===== src/rtl/ifns_encoder_seq_23.sv =====
// ---------------------------------------------------------------------------
// ifns_encoder_seq_23
//   Sequential IFNS transmitter stage. Accepts a 16-bit data word over a
//   valid/ready handshake and resolves one Fibonacci-weighted digit per cycle,
//   MSB first, producing a 23-bit codeword with no two adjacent 1s. The
//   finished codeword is presented with a valid/ready handshake.
//
//   Code bit k (k = 1..23) carries weight Fib(k+1): bit1 = 1, bit2 = 2,
//   bit3 = 3, bit4 = 5, ... bit23 = 46368.
//
// Ports
//   clock      in   1   rising-edge clock
//   rst        in   1   asynchronous active-high reset
//   datain     in  16   data word, sampled on in_valid & in_ready
//   in_valid   in   1   datain is valid
//   in_ready   out  1   block is idle and can accept a word
//   codeout    out 23   encoded codeword [23:1], stable while out_valid
//   out_valid  out  1   codeout holds a complete codeword
//   out_ready  in   1   downstream accepts codeout
//   code_err   out  1   sticky self-check error flag
//
// Configuration
//   IFNS_ENC_CHECK_EN : when defined, a registered self-check on entry to
//   DONE flags a non-zero final remainder or adjacent 1s in the codeword.
//   When undefined, code_err is tied low.
// ---------------------------------------------------------------------------
module ifns_encoder_seq_23 (
  input  logic        clock,
  input  logic        rst,
  input  logic [15:0] datain,
  input  logic        in_valid,
  output logic        in_ready,
  output logic [23:1] codeout,
  output logic        out_valid,
  input  logic        out_ready,
  output logic        code_err
);

  localparam int unsigned DATA_W = 16;
  localparam int unsigned REM_W  = DATA_W + 1;
  localparam int unsigned CODE_W = 23;
  localparam int unsigned CNT_W  = 5;

  typedef enum logic [1:0] {
    ST_IDLE = 2'd0,
    ST_ENC  = 2'd1,
    ST_DONE = 2'd2
  } state_t;

  state_t              r_state;
  logic [CNT_W-1:0]    r_cnt;
  logic [REM_W-1:0]    r_rem;
  logic [CODE_W-1:0]   r_shift;
  logic [CODE_W-1:0]   r_codeout;
  logic                r_in_ready;
  logic                r_out_valid;

  logic [REM_W-1:0]    w_weight;
  logic                w_take;
  logic [REM_W-1:0]    w_rem_next;
  logic [CODE_W-1:0]   w_shift_next;
  logic                w_last_digit;

  // Constant weight table: digit k -> Fib(k+1); unused indices return 0
  function automatic logic [REM_W-1:0] fib_weight(input logic [CNT_W-1:0] k);
    logic [REM_W-1:0] w;
    w = '0;
    case (k)
      5'd1:  w = 17'd1;
      5'd2:  w = 17'd2;
      5'd3:  w = 17'd3;
      5'd4:  w = 17'd5;
      5'd5:  w = 17'd8;
      5'd6:  w = 17'd13;
      5'd7:  w = 17'd21;
      5'd8:  w = 17'd34;
      5'd9:  w = 17'd55;
      5'd10: w = 17'd89;
      5'd11: w = 17'd144;
      5'd12: w = 17'd233;
      5'd13: w = 17'd377;
      5'd14: w = 17'd610;
      5'd15: w = 17'd987;
      5'd16: w = 17'd1597;
      5'd17: w = 17'd2584;
      5'd18: w = 17'd4181;
      5'd19: w = 17'd6765;
      5'd20: w = 17'd10946;
      5'd21: w = 17'd17711;
      5'd22: w = 17'd28657;
      5'd23: w = 17'd46368;
      default: w = '0;
    endcase
    return w;
  endfunction

  // Greedy digit decision for the digit currently addressed by r_cnt
  always_comb begin
    w_weight     = fib_weight(r_cnt);
    w_take       = (r_rem >= w_weight);
    w_rem_next   = w_take ? (r_rem - w_weight) : r_rem;
    w_shift_next = {r_shift[CODE_W-2:0], w_take};
    w_last_digit = (r_cnt == CNT_W'(1));
  end

  // Control FSM with registered outputs
  always_ff @(posedge clock or posedge rst) begin
    if (rst) begin
      r_state     <= ST_IDLE;
      r_cnt       <= '0;
      r_rem       <= '0;
      r_shift     <= '0;
      r_codeout   <= '0;
      r_in_ready  <= 1'b0;
      r_out_valid <= 1'b0;
    end else begin
      case (r_state)
        ST_IDLE: begin
          if (in_valid && r_in_ready) begin
            r_rem      <= REM_W'(datain);
            r_shift    <= '0;
            r_cnt      <= CNT_W'(CODE_W);
            r_in_ready <= 1'b0;
            r_state    <= ST_ENC;
          end else begin
            // Also raises in_ready on the first edge after reset release
            r_in_ready <= 1'b1;
          end
        end
        ST_ENC: begin
          r_rem   <= w_rem_next;
          r_shift <= w_shift_next;
          r_cnt   <= r_cnt - CNT_W'(1);
          if (w_last_digit) begin
            // codeout is only updated here so it never glitches downstream
            r_codeout   <= w_shift_next;
            r_out_valid <= 1'b1;
            r_state     <= ST_DONE;
          end
        end
        ST_DONE: begin
          if (out_ready) begin
            r_out_valid <= 1'b0;
            r_in_ready  <= 1'b1;
            r_state     <= ST_IDLE;
          end
        end
        default: begin
          r_out_valid <= 1'b0;
          r_in_ready  <= 1'b0;
          r_state     <= ST_IDLE;
        end
      endcase
    end
  end

`ifdef IFNS_ENC_CHECK_EN
  logic r_code_err;
  logic w_adjacent;

  // Adjacent-ones detector on the codeword about to be registered
  always_comb begin
    w_adjacent = |(w_shift_next[CODE_W-1:1] & w_shift_next[CODE_W-2:0]);
  end

  // Sticky self-check captured on entry to DONE
  always_ff @(posedge clock or posedge rst) begin
    if (rst) begin
      r_code_err <= 1'b0;
    end else if ((r_state == ST_ENC) && w_last_digit) begin
      r_code_err <= r_code_err | (w_rem_next != '0) | w_adjacent;
    end
  end

  assign code_err = r_code_err;
`else
  assign code_err = 1'b0;
`endif

  assign in_ready  = r_in_ready;
  assign out_valid = r_out_valid;
  assign codeout   = r_codeout;

endmodule

===== config.mk =====
export PLATFORM = sky130hd
export DESIGN_NAME = ifns_encoder_seq_23
export DESIGN_NICKNAME = d
export VERILOG_FILES = /design/src/rtl/ifns_encoder_seq_23.sv
export SDC_FILE = /design/constraint.sdc
export NUM_CORES = 1
export LEC_CHECK = 0
export CAP_MARGIN = 5
export CORE_ASPECT_RATIO = 1.1
export CORE_MARGIN = 1
export CORE_UTILIZATION = 50
export DETAILED_ROUTE_END_ITERATION = 16
export GPL_ROUTABILITY_DRIVEN = 0
export PLACE_DENSITY = 0.72
export SYNTH_ARGS = -nofsm -noshare
export SYNTH_HDL_FRONTEND = slang
export SYNTH_SLANG_ARGS = --single-unit

===== constraint.sdc =====
create_clock -name clock -period 3.78 [get_ports clock]
set_clock_uncertainty 0.1 [all_clocks]
set_input_delay 0.378 -clock clock [delete_from_list [all_inputs] [get_ports clock]]
set_output_delay 0.378 -clock clock [all_outputs]
set_load 0.01 [all_outputs]

==> metrics.yaml <==
status:
  status: "completed"
routing:
  ant_nets: 0
  drt_iter0_markers: 290
  detail_route.wl_per_cell_um: 17.52
  top_layer_used: "met4"
  wl_met2_mm: 4.817
  wl_met1_mm: 4.660
  via_per_inst: 6.015
  drcViolationCount: 0
  vias: 3603
  drt-total-wl_mm: 10.49
  first_pass_iters: 5
  wl_met3_um: 602
cts:
  clock_latency_ns: 0.36
  cts_tree: "done"
  ctsLongestPathBuffers: 2
  clock-sinks: 71
  cts_root_buffer: "clkbuf_8"
  clk_pin_slew_ns: 0.09
  cts_made_buffers: 9
  htreeDepth: 3
timing:
  post-route-min-period_ns: 3.651
  relSlewSlack_pct: 52.29
  worst_pin_slew_ns: 0.7156
  drv_slew: 0
  worst_slack_ns: 0.1292
  fmax_ghz: 0.2739
  finalHoldViolCount: 0
  setup_viol: 0
  period_share_pct: 96.58
setup_path:
  path_buf_inv: 2
  worst-r2r-cell-count: 14
  crit_path_end_kind: "flop"
  cp_slowest_cell: "o41a_1"
  slowest_delay_ns: 0.45
  crit_required_ns: 3.92
  path_max_fanout: 11
  rr_startpoint: "r_cnt[0]"
  cp.arrival_ns: 3.80
  startpoint_type: "flop"
  criticalPathCategory: "flop to flop"
  cp_top_family: "compound AO/OA/AOI/OAI gates"
  r2r-end: "r_rem[8]"
  cp_cell_sequence: "inv_1 > ha_1 > nor2_1 > nor2_1 > o21a_1 > a21oi_1 > ha_1 > nand4_1 > or2_1 > o41a_1 > o211a_2 > o21ai_4 > buf_12 > mux2_2"
  reg2reg_slack_ns: 0.13
placement:
  port_buffers: 44
  dpl_worst_slack_ns: 0.03230
  dpl.hpwl_mm: 7.376
grt:
  antenna_found_initial: 0
  grt_pass1_vias: 3553
  grt_pass1_wl_mm: 17.51
  grt_overflow_total: 0
  grt_usage_pct: 24.68
  grt_max_degree: 39
floorplan:
  fp.dieH_um: 99.61
  die_area_um2: 9037
  core_area_um2: 8408
  num_rows: 35
  initial_core_util_pct: 51.50
  die_w_um: 90.73
  io_pins: 46
logic_synthesis:
  synth_seq_cells: 71
  ys.warnings.count: 0
  synth.avg_cell_area_um2: 9.978
  synth-async-reset-ratio_pct: 100.0
  synth_top_flop_cell: "dfrtp_1"
  synthCells: 434
  syn_nets: 485
  synth_area_um2: 4330
  ys_seq_area_share_pct: 41.03
  synth_edf_count: 0
  ys_types: 60
finish:
  layout-drive-gt1-share_pct: 16.19
  syn2layout_area_growth_pct: 19.36
  n_antenna_cell: 0
  layout.nets: 534
  nFillCells: 717
flow_run:
  max-cap-violations: 0
min_path:
  hp-class: "input port to async pin"
Yosys cell counts (2+ instances only):
cell | instances | area, um2
o2111ai_1 | 2 | 17.52
nand3_1 | 6 | 30.03
o31ai_1 | 2 | 15.01
or3_1 | 2 | 12.51
ha_1 | 30 | 375.4
a31oi_1 | 5 | 31.28
nor2_1 | 26 | 97.59
o21bai_1 | 6 | 45.04
nor3_1 | 2 | 10.01
a32oi_1 | 2 | 17.52
nand2_1 | 39 | 146.4
nor2b_1 | 5 | 31.28
o21ai_0 | 31 | 155.2
buf_1 | 2 | 7.510
xor2_1 | 5 | 43.79
a211oi_1 | 12 | 90.09
nand4_1 | 6 | 37.54
a211o_1 | 2 | 17.52
xnor2_1 | 5 | 43.79
buf_4 | 3 | 22.52
a21oi_1 | 27 | 135.1
nor4_1 | 2 | 12.51
nand2b_1 | 5 | 31.28
dfrtp_1 | 71 | 1777
a22o_1 | 21 | 183.9
o21a_1 | 2 | 15.01
clkbuf_1 | 19 | 71.32
mux2i_1 | 3 | 30.03
o211ai_1 | 8 | 60.06
nand3b_1 | 4 | 30.03
and3_1 | 4 | 25.02
inv_1 | 14 | 52.55
mux2_2 | 26 | 292.8
a21o_1 | 4 | 30.03
mux2_4 | 5 | 75.07
a221oi_1 | 2 | 17.52
cells in the final DEF, fill, tap and decap left out, types with 3 or more instances in the layout:
master,instances
nand2_1,39
nand2b_1,5
mux2i_1,3
mux2_2,26
a21oi_1,27
clkbuf_8,9
xnor2_1,5
inv_1,12
a211oi_1,11
o21ai_0,31
o211ai_1,8
dfrtp_1,71
a31oi_1,5
a22o_1,21
xor2_1,5
nand4_1,6
nand3b_1,4
nand3_1,6
nor2_1,26
buf_4,19
nor2b_1,4
ha_1,29
o21bai_1,6
mux2_4,5
clkdlybuf4s50_1,44
a21o_1,4
and3_1,4
what timing repair did:
item / in CTS / in global routing
buffers inserted: 0 / 3
endpoints found under the setup margin: 0 / 14
resized for setup: 0 / 4
hold buffers: 0 / 0
worst register-to-register path: stages, from the launching register on:
cell and delay [ns]:
dfrtp_1 0.39, inv_1 0.20, ha_1 0.31, nor2_1 0.07, nor2_1 0.20, o21a_1 0.16
a21oi_1 0.05, ha_1 0.32, nand4_1 0.12, or2_1 0.28, o41a_1 0.45, o211a_2 0.20
o21ai_4 0.18, buf_12 0.17, mux2_2 0.33
layout make-up:
type | count | area, um2 | share of cell area [%]
Multi-Input combinational cell | 323 | 2394 | 46.31
Sequential cell | 71 | 1777 | 34.37
Timing Repair Buffer | 64 | 603.1 | 11.67
Tap cell | 111 | 138.9 | 2.687
Clock buffer | 9 | 123.9 | 2.397
Clock inverter | 7 | 80.08 | 1.549
Inverter | 14 | 52.55 | 1.017
cell families after synthesis:
family,after synthesis,synth area share (%)
muxes,34,9.188
buffers and inverters,40,4.161
and+or+nand+nor,107,11.82
DFF,71,41.03
xor gates and xnor gates,10,2.022
adders and majority gates,31,9.130
AOI/OAI and AO/OA,140,22.57
other,1,0.08660
state kept, by name, summed over array words and instances (netlist names):
register	cells
r_state	2
out_valid	1
codeout	23
in_ready	1
r_shift	22
r_cnt	5
r_rem	17
worst max-delay path by stage:
stage          startpoint        end  depth (start not counted)
6_report         r_cnt[0]   r_rem[8]                         14
5_1_grt          r_cnt[0]   r_rem[7]                         14
4_1_cts          r_cnt[1]  r_rem[10]                         15
3_5_place_dp     r_cnt[1]   r_rem[7]                         11
3_3_place_gp     r_cnt[4]  r_rem[13]                         10
2_1_floorplan    r_cnt[4]   r_rem[2]                         13
stage by stage:
stage                TNS, ns  cells  cell area (um2)  hold slack, ns  util [%]
detailed placement         0    580             4912          0.3858     58.42
global placement           0    580             4912          0.3885     58.42
finish                     0    599             5169          0.2695     61.47
CTS                        0    596             5116          0.2772     60.85
floorplan                  0    434             4330          0.3622         -
global route        -0.01097    599             5169          0.3136     61.47
routing by layer:
metal,up-vias,global-route usage (%)
met4,0,12.28
met2,145,40.27
li1,1693,-
met5,-,0
met1,1725,31.35
met3,40,4.893
Power is not shown: default switching activity piles up to over one toggle a cycle in this logic, so the estimate is an artifact.
